===== src/rtl/mem_req_queue_if.sv =====
// Request/head bus between execute, the memory request queue and the EX/MEM register.
// master = execute/d-cache side driving requests and dc_miss; slave = the queue.
interface mem_req_queue_if #(
    parameter int DEPTH       = 8,
    parameter int ADDR_WIDTH  = 32,
    parameter int DATA_WIDTH  = 32,
    parameter int AL_ID_WIDTH = 6
);
    localparam int CW = $clog2(DEPTH) + 1;

    logic                   in_valid;
    logic                   in_ready;
    logic                   in_mem_action;
    logic [ADDR_WIDTH-1:0]  in_addr;
    logic [DATA_WIDTH-1:0]  in_data;
    logic [AL_ID_WIDTH-1:0] in_al_id;
    logic                   dc_miss;
    logic                   out_valid;
    logic                   out_mem_action;
    logic [ADDR_WIDTH-1:0]  out_addr;
    logic [DATA_WIDTH-1:0]  out_data;
    logic [AL_ID_WIDTH-1:0] out_al_id;
    logic                   out_bypass_possible;
    logic [AL_ID_WIDTH-1:0] out_bypass_index;
    logic                   out_nop;
    logic [CW-1:0]          count;
    logic                   full;
    logic                   empty;

    modport master (
        output in_valid, in_mem_action, in_addr, in_data, in_al_id, dc_miss,
        input  in_ready, out_valid, out_mem_action, out_addr, out_data, out_al_id,
               out_bypass_possible, out_bypass_index, out_nop, count, full, empty
    );

    modport slave (
        input  in_valid, in_mem_action, in_addr, in_data, in_al_id, dc_miss,
        output in_ready, out_valid, out_mem_action, out_addr, out_data, out_al_id,
               out_bypass_possible, out_bypass_index, out_nop, count, full, empty
    );
endinterface


===== src/rtl/mem_req_queue.sv =====
// In-order show-ahead memory request FIFO feeding the EX/MEM register; optional store-to-load
// forwarding under MEM_REQ_QUEUE_STORE_FWD_EN. Latency: push visible on head one cycle later.
// Backpressure: in_ready=!full; head pops only when !dc_miss; flush squashes everything.
module mem_req_queue #(
    parameter int DEPTH       = 8,
    parameter int ADDR_WIDTH  = 32,
    parameter int DATA_WIDTH  = 32,
    parameter int AL_ID_WIDTH = 6
) (
    input  logic           clk,
    input  logic           rst_n,
    input  logic           flush,
    mem_req_queue_if.slave q
);
    localparam int IW = $clog2(DEPTH);
    localparam int PW = IW + 1;

    logic [PW-1:0]          head, tail, cnt;
    logic [IW-1:0]          head_idx, tail_idx;
    logic                   is_full, is_empty, push, pop;
    logic [DATA_WIDTH-1:0]  wr_data;

    logic                   ent_wr   [DEPTH];
    logic [ADDR_WIDTH-1:0]  ent_addr [DEPTH];
    logic [DATA_WIDTH-1:0]  ent_data [DEPTH];
    logic [AL_ID_WIDTH-1:0] ent_id   [DEPTH];

    assign head_idx = head[IW-1:0];
    assign tail_idx = tail[IW-1:0];
    assign cnt      = tail - head;
    assign is_empty = (head == tail);
    assign is_full  = (head_idx == tail_idx) && (head[IW] != tail[IW]);
    assign push     = q.in_valid && !is_full && !flush;
    assign pop      = !is_empty && !q.dc_miss && !flush;

    assign q.in_ready       = !is_full;
    assign q.out_valid      = !is_empty;
    assign q.out_nop        = is_empty;
    assign q.empty          = is_empty;
    assign q.full           = is_full;
    assign q.count          = cnt;
    assign q.out_mem_action = !is_empty && ent_wr[head_idx];
    assign q.out_addr       = is_empty ? '0 : ent_addr[head_idx];
    assign q.out_data       = is_empty ? '0 : ent_data[head_idx];
    assign q.out_al_id      = is_empty ? '0 : ent_id[head_idx];

`ifdef MEM_REQ_QUEUE_STORE_FWD_EN
    logic                   ent_bp     [DEPTH];
    logic [AL_ID_WIDTH-1:0] ent_bp_idx [DEPTH];
    logic [IW-1:0]          slot       [DEPTH];
    logic                   wr_bp;
    logic [AL_ID_WIDTH-1:0] wr_bp_idx;

    always_comb begin
        for (int i = 0; i < DEPTH; i++) slot[i] = head_idx + IW'(i);
    end

    // Walk oldest to youngest so the last hit is the store closest to tail.
    always_comb begin
        wr_bp     = 1'b0;
        wr_bp_idx = '0;
        wr_data   = q.in_data;
        if (!q.in_mem_action) begin
            for (int i = 0; i < DEPTH; i++) begin
                if ((PW'(i) < cnt) && ent_wr[slot[i]] &&
                    (ent_addr[slot[i]][ADDR_WIDTH-1:2] == q.in_addr[ADDR_WIDTH-1:2])) begin
                    wr_bp     = 1'b1;
                    wr_data   = ent_data[slot[i]];
                    wr_bp_idx = ent_id[slot[i]];
                end
            end
        end
    end

    always_ff @(posedge clk or negedge rst_n) begin
        if (!rst_n) begin
            for (int i = 0; i < DEPTH; i++) begin
                ent_bp[i]     <= 1'b0;
                ent_bp_idx[i] <= '0;
            end
        end else if (flush) begin
            for (int i = 0; i < DEPTH; i++) ent_bp[i] <= 1'b0;
        end else if (push) begin
            ent_bp[tail_idx]     <= wr_bp;
            ent_bp_idx[tail_idx] <= wr_bp_idx;
        end
    end

    assign q.out_bypass_possible = !is_empty && ent_bp[head_idx];
    assign q.out_bypass_index    = is_empty ? '0 : ent_bp_idx[head_idx];
`else
    assign wr_data               = q.in_data;
    assign q.out_bypass_possible = 1'b0;
    assign q.out_bypass_index    = '0;
`endif

    always_ff @(posedge clk or negedge rst_n) begin
        if (!rst_n) begin
            head <= '0;
            tail <= '0;
            for (int i = 0; i < DEPTH; i++) begin
                ent_wr[i]   <= 1'b0;
                ent_addr[i] <= '0;
                ent_data[i] <= '0;
                ent_id[i]   <= '0;
            end
        end else if (flush) begin
            head <= '0;
            tail <= '0;
        end else begin
            if (push) begin
                ent_wr[tail_idx]   <= q.in_mem_action;
                ent_addr[tail_idx] <= q.in_addr;
                ent_data[tail_idx] <= wr_data;
                ent_id[tail_idx]   <= q.in_al_id;
                tail               <= tail + PW'(1);
            end
            if (pop) head <= head + PW'(1);
        end
    end
endmodule


===== src/flat_wrapper.sv =====
// flat-port wrapper written by rule: the top's interface ports become plain ports
module mem_req_queue_flat 
#(
    parameter int DEPTH       = 8,
    parameter int ADDR_WIDTH  = 32,
    parameter int DATA_WIDTH  = 32,
    parameter int AL_ID_WIDTH = 6
)
  (clk, rst_n, flush, q_in_valid, q_in_mem_action, q_in_addr, q_in_data, q_in_al_id, q_dc_miss, q_in_ready, q_out_valid, q_out_mem_action, q_out_addr, q_out_data, q_out_al_id, q_out_bypass_possible, q_out_bypass_index, q_out_nop, q_count, q_full, q_empty);
  mem_req_queue_if #(.DEPTH(DEPTH), .ADDR_WIDTH(ADDR_WIDTH), .DATA_WIDTH(DATA_WIDTH), .AL_ID_WIDTH(AL_ID_WIDTH)) q_i ();
  input  logic clk;
  input  logic rst_n;
  input  logic flush;
  input wire logic [$bits(q_i.in_valid)-1:0] q_in_valid;
  input wire logic [$bits(q_i.in_mem_action)-1:0] q_in_mem_action;
  input wire logic [$bits(q_i.in_addr)-1:0] q_in_addr;
  input wire logic [$bits(q_i.in_data)-1:0] q_in_data;
  input wire logic [$bits(q_i.in_al_id)-1:0] q_in_al_id;
  input wire logic [$bits(q_i.dc_miss)-1:0] q_dc_miss;
  output wire logic [$bits(q_i.in_ready)-1:0] q_in_ready;
  output wire logic [$bits(q_i.out_valid)-1:0] q_out_valid;
  output wire logic [$bits(q_i.out_mem_action)-1:0] q_out_mem_action;
  output wire logic [$bits(q_i.out_addr)-1:0] q_out_addr;
  output wire logic [$bits(q_i.out_data)-1:0] q_out_data;
  output wire logic [$bits(q_i.out_al_id)-1:0] q_out_al_id;
  output wire logic [$bits(q_i.out_bypass_possible)-1:0] q_out_bypass_possible;
  output wire logic [$bits(q_i.out_bypass_index)-1:0] q_out_bypass_index;
  output wire logic [$bits(q_i.out_nop)-1:0] q_out_nop;
  output wire logic [$bits(q_i.count)-1:0] q_count;
  output wire logic [$bits(q_i.full)-1:0] q_full;
  output wire logic [$bits(q_i.empty)-1:0] q_empty;
  assign q_i.in_valid = q_in_valid;
  assign q_i.in_mem_action = q_in_mem_action;
  assign q_i.in_addr = q_in_addr;
  assign q_i.in_data = q_in_data;
  assign q_i.in_al_id = q_in_al_id;
  assign q_i.dc_miss = q_dc_miss;
  assign q_in_ready = q_i.in_ready;
  assign q_out_valid = q_i.out_valid;
  assign q_out_mem_action = q_i.out_mem_action;
  assign q_out_addr = q_i.out_addr;
  assign q_out_data = q_i.out_data;
  assign q_out_al_id = q_i.out_al_id;
  assign q_out_bypass_possible = q_i.out_bypass_possible;
  assign q_out_bypass_index = q_i.out_bypass_index;
  assign q_out_nop = q_i.out_nop;
  assign q_count = q_i.count;
  assign q_full = q_i.full;
  assign q_empty = q_i.empty;
  mem_req_queue #(.DEPTH(DEPTH), .ADDR_WIDTH(ADDR_WIDTH), .DATA_WIDTH(DATA_WIDTH), .AL_ID_WIDTH(AL_ID_WIDTH)) u_core (.clk(clk), .rst_n(rst_n), .flush(flush), .q(q_i));
endmodule

===== config.mk =====
export PLATFORM = sky130hd
export DESIGN_NAME = mem_req_queue_flat
export DESIGN_NICKNAME = d
export VERILOG_FILES = /design/src/rtl/mem_req_queue_if.sv /design/src/rtl/mem_req_queue.sv /design/src/flat_wrapper.sv
export SDC_FILE = /design/constraint.sdc
export NUM_CORES = 1
export LEC_CHECK = 0
export CORE_UTILIZATION = 64
export CTS_CLUSTER_SIZE = 30
export DETAILED_ROUTE_END_ITERATION = 6
export PLACE_DENSITY = 0.86
export SETUP_SLACK_MARGIN = 0.5
export SYNTH_ARGS = -nofsm -noshare
export SYNTH_HDL_FRONTEND = slang
export SYNTH_SLANG_ARGS = --single-unit

===== constraint.sdc =====
create_clock -name clk -period 9 [get_ports clk]
set_input_delay 2.25 -clock clk [delete_from_list [all_inputs] [get_ports clk]]
set_output_delay 2.25 -clock clk [all_outputs]
set_load 0.01 [all_outputs]

==> flow_metrics.env <==
export IMPL_arrival_ns=4.85
export IMPL_start_util=0.655
export IMPL_core_area_um2=40100
export IMPL_rsz0062_at_grt="no"
export IMPL_die_w_um=205
export IMPL_setup_violations=0
export IMPL_grt_overflow_total=0
export IMPL_power_leakage_nw=14.3
export IMPL_antenna_found_initial=3
export IMPL_wl_per_cell_um=25.5
export IMPL_worstSetupStartpointType="flip-flop"
export IMPL_multi_input_comb_area_um2=11300
export IMPL_final_cell_mix="574 x dfrtp_1, 341 x mux2_2, 154 x clkdlybuf4s50_1"
export IMPL_clkPwrFrac=0.347
export IMPL_vias=14400
export IMPL_io_pins=163
export IMPL_power_switching_mw=2.00
export IMPL_synth_edf_count=0
export IMPL_netlist_area_um2=26300
export IMPL_hold_end="u_core.ent_addr[58]"
export IMPL_htreeDepth=2
export IMPL_grt_pass1_wl_um=91500
export IMPL_max_freq_mhz=141
export IMPL_synth_async_reset_ratio=1.00
export IMPL_combPwrFrac=0.231
export IMPL_final_common_cell="dfrtp_1"
export IMPL_wl_met3_um=2440
export IMPL_ys_ff_latch=576
export IMPL_post_place_cells=2127
export IMPL_drive_above_1_share=0.443
export IMPL_fin_skew_ns=0.0156
export IMPL_cp_startpoint="u_core.head[0]"
export IMPL_grt_max_degree=162
export IMPL_cts_tree="built"
export IMPL_viasPerCell=6.42
export IMPL_num_nets_final=1744
export IMPL_hold_class="reg -> reg"
export IMPL_post_cts_resized=0
export IMPL_grt_pass1_vias=15600
export IMPL_die_y_um=205
export IMPL_routed_top_layer="met5"
export IMPL_worst_skew_pair_late_latency_ns=0.61
export IMPL_max_vdd_ir_drop_v=0.000184
export IMPL_maxCapViolations=0
export IMPL_first_pass_iters=5
export IMPL_dieArea_um2=41900
export IMPL_cp_max_fo=44
export IMPL_post_cts_buffers=0
export IMPL_yosys_area_share_simple=0.00776
export IMPL_wirelength_um=57100
export IMPL_tns_ns=0
export IMPL_slew_headroom=0.137
export IMPL_wl_met2_um=27900
export IMPL_fin_cells=2238
export IMPL_synth_top_family_by_area="multiplexers"
export IMPL_final_util=0.756
export IMPL_postRouteAntennaNets=0
export IMPL_synth_compound_area_share=0.0262
export IMPL_path_clk_slew_ns=0.07
export IMPL_timing_rr_start="u_core.head[0]"
export IMPL_avgSynthCellArea_um2=17.1
export IMPL_drc=0
export IMPL_worst_pin_slew_ns=1.29
export IMPL_place_ws_ns=2.48
export IMPL_seq_area_frac_synth=0.549
export IMPL_slew_viol_final=0
export IMPL_drt_met1_wl_um=25600
export IMPL_swShare=0.256
export IMPL_area_growth_pct=15.3
export IMPL_powerDensity_nw_per_um2=258
export IMPL_synth_cells=1540
export IMPL_synthMuxAreaShare=0.386
export IMPL_r2r_end="u_core.ent_data[40]"
export IMPL_cp_required_ns=6.75
export IMPL_crit_path_end_kind="primary output"
export IMPL_ys_flop_type="dfrtp_1"
export IMPL_port_buffer_count=155
export IMPL_seqPwrFrac=0.422
export IMPL_drtIter0Drc=964
export IMPL_cts_hold_buffers=0
export IMPL_place_area_um2=28100
export IMPL_min_period_ns=7.10
export IMPL_numCtsBuffers=58
export IMPL_clockRootBuffer="clkbuf_16"
export IMPL_hold_violations=0
export IMPL_r2r_cells=7
export IMPL_worstHoldStart="u_core.ent_addr[58]"
export IMPL_ctsLongestPathBuffers=3
export IMPL_grt_usage=0.287
export IMPL_min_path_cells=1
export IMPL_outcome="completed"
export IMPL_final_area_um2=30300
export IMPL_ys_types=34
export IMPL_fin_ws_ns=1.90
export IMPL_rows=73
export IMPL_dp_hpwl_um=31000
export IMPL_synthXorXnorAreaFrac=0.00271
export IMPL_critPathKind="reg -> out"
export IMPL_seqCellArea_um2=14400
export IMPL_synthAdderAreaFrac=0.00314
export IMPL_place_congestion=0.786
export IMPL_synth_warnings=0
export IMPL_fillers=2318
export IMPL_fin_crit_sh=0.789
export IMPL_cts_sinks=576
export IMPL_reg2reg_setup_slack_ns=5.10
export IMPL_internal_power_mw=5.82
-- worst max-delay path by stage --
stage	to	slack (ns)	depth (start not counted)
after floorplan	q_out_addr[0]	3.83	11
after global routing	q_out_al_id[0]	1.64	8
after detailed placement	q_out_al_id[0]	2.48	8
after global placement	q_out_al_id[0]	2.58	8
after CTS	q_out_al_id[0]	1.84	8
final	q_out_al_id[0]	1.90	8
-- stage by stage --
step / total power, mW / hold WS (ns)
after global placement: 5.06 / 0.462
final: 7.81 / 0.484
after CTS: 7.87 / 0.486
after floorplan: 4.44 / 0.452
after detailed placement: 5.13 / 0.469
after global routing: 8.12 / 0.495
-- per-layer routing --
metal,global-route usage,vias up
met5,0,-
met4,0.0786,2
met3,0.0399,71
met2,0.452,340
met1,0.425,7907
li1,-,6052
-- flip-flops by register name, indices dropped and copies added (netlist names) --
name,count
u_core.ent_addr,256
u_core.ent_data,256
u_core.ent_id,48
u_core.ent_wr,8
u_core.head,4
u_core.tail,4
-- synthesized netlist by cell type (7+ instances only) --
| cell | number | area [µm²] |
|---|---|---|
| clkbuf_1 | 38 | 143 |
| mux2_1 | 87 | 980 |
| nor2_1 | 7 | 26.3 |
| mux2_2 | 341 | 3840 |
| buf_4 | 10 | 75.1 |
| inv_1 | 8 | 30.0 |
| nand3_1 | 7 | 35.0 |
| a22o_1 | 71 | 622 |
| buf_2 | 50 | 250 |
| buf_6 | 14 | 158 |
| mux4_2 | 142 | 3200 |
| dfrtp_1 | 576 | 14400 |
| mux2_4 | 140 | 2100 |
-- final cells by class --
type / count / area share
tap: 525 / 0.0217
inverter: 9 / 0.00111
sequential: 576 / 0.476
clock inverter: 31 / 0.0161
clock buffer: 79 / 0.0559
timing repair buffer: 173 / 0.0575
multi-input combinational: 844 / 0.372
antenna: 1 / 0.0000826
-- worst max-delay path: stages, from the launching register on --
cell and delay (ns):
dfrtp_4 1.02, ha_1 0.40, and3_1 0.20, nand2_1 0.09, inv_1 0.13, nor2_4 0.99
buf_4 0.57, a22o_1 0.20, clkdlybuf4s50_1 0.61
-- cells by family (layout without fill, tap and decap cells) --
family | count (synthesis) | in the layout
xor+xnor | 6 | 6
simple gates | 31 | 31
flops | 576 | 576
buf+inv | 126 | 292
fa+ha+maj | 6 | 6
mux | 711 | 711
compound gates | 83 | 83
other cells | 1 | 8
-- power groups by stage --
| stage | clock [mW] | sequential, mW | combinational (mW) |
|---|---|---|---|
| finish | 2.71 | 3.30 | 1.81 |
| global route | 2.85 | 3.35 | 1.93 |
| CTS | 2.75 | 3.29 | 1.82 |
| detailed placement | 0 | 3.32 | 1.81 |
| global placement | 0 | 3.29 | 1.77 |
| floorplan | 0 | 3.20 | 1.24 |
(Power assumes the default switching activity.)
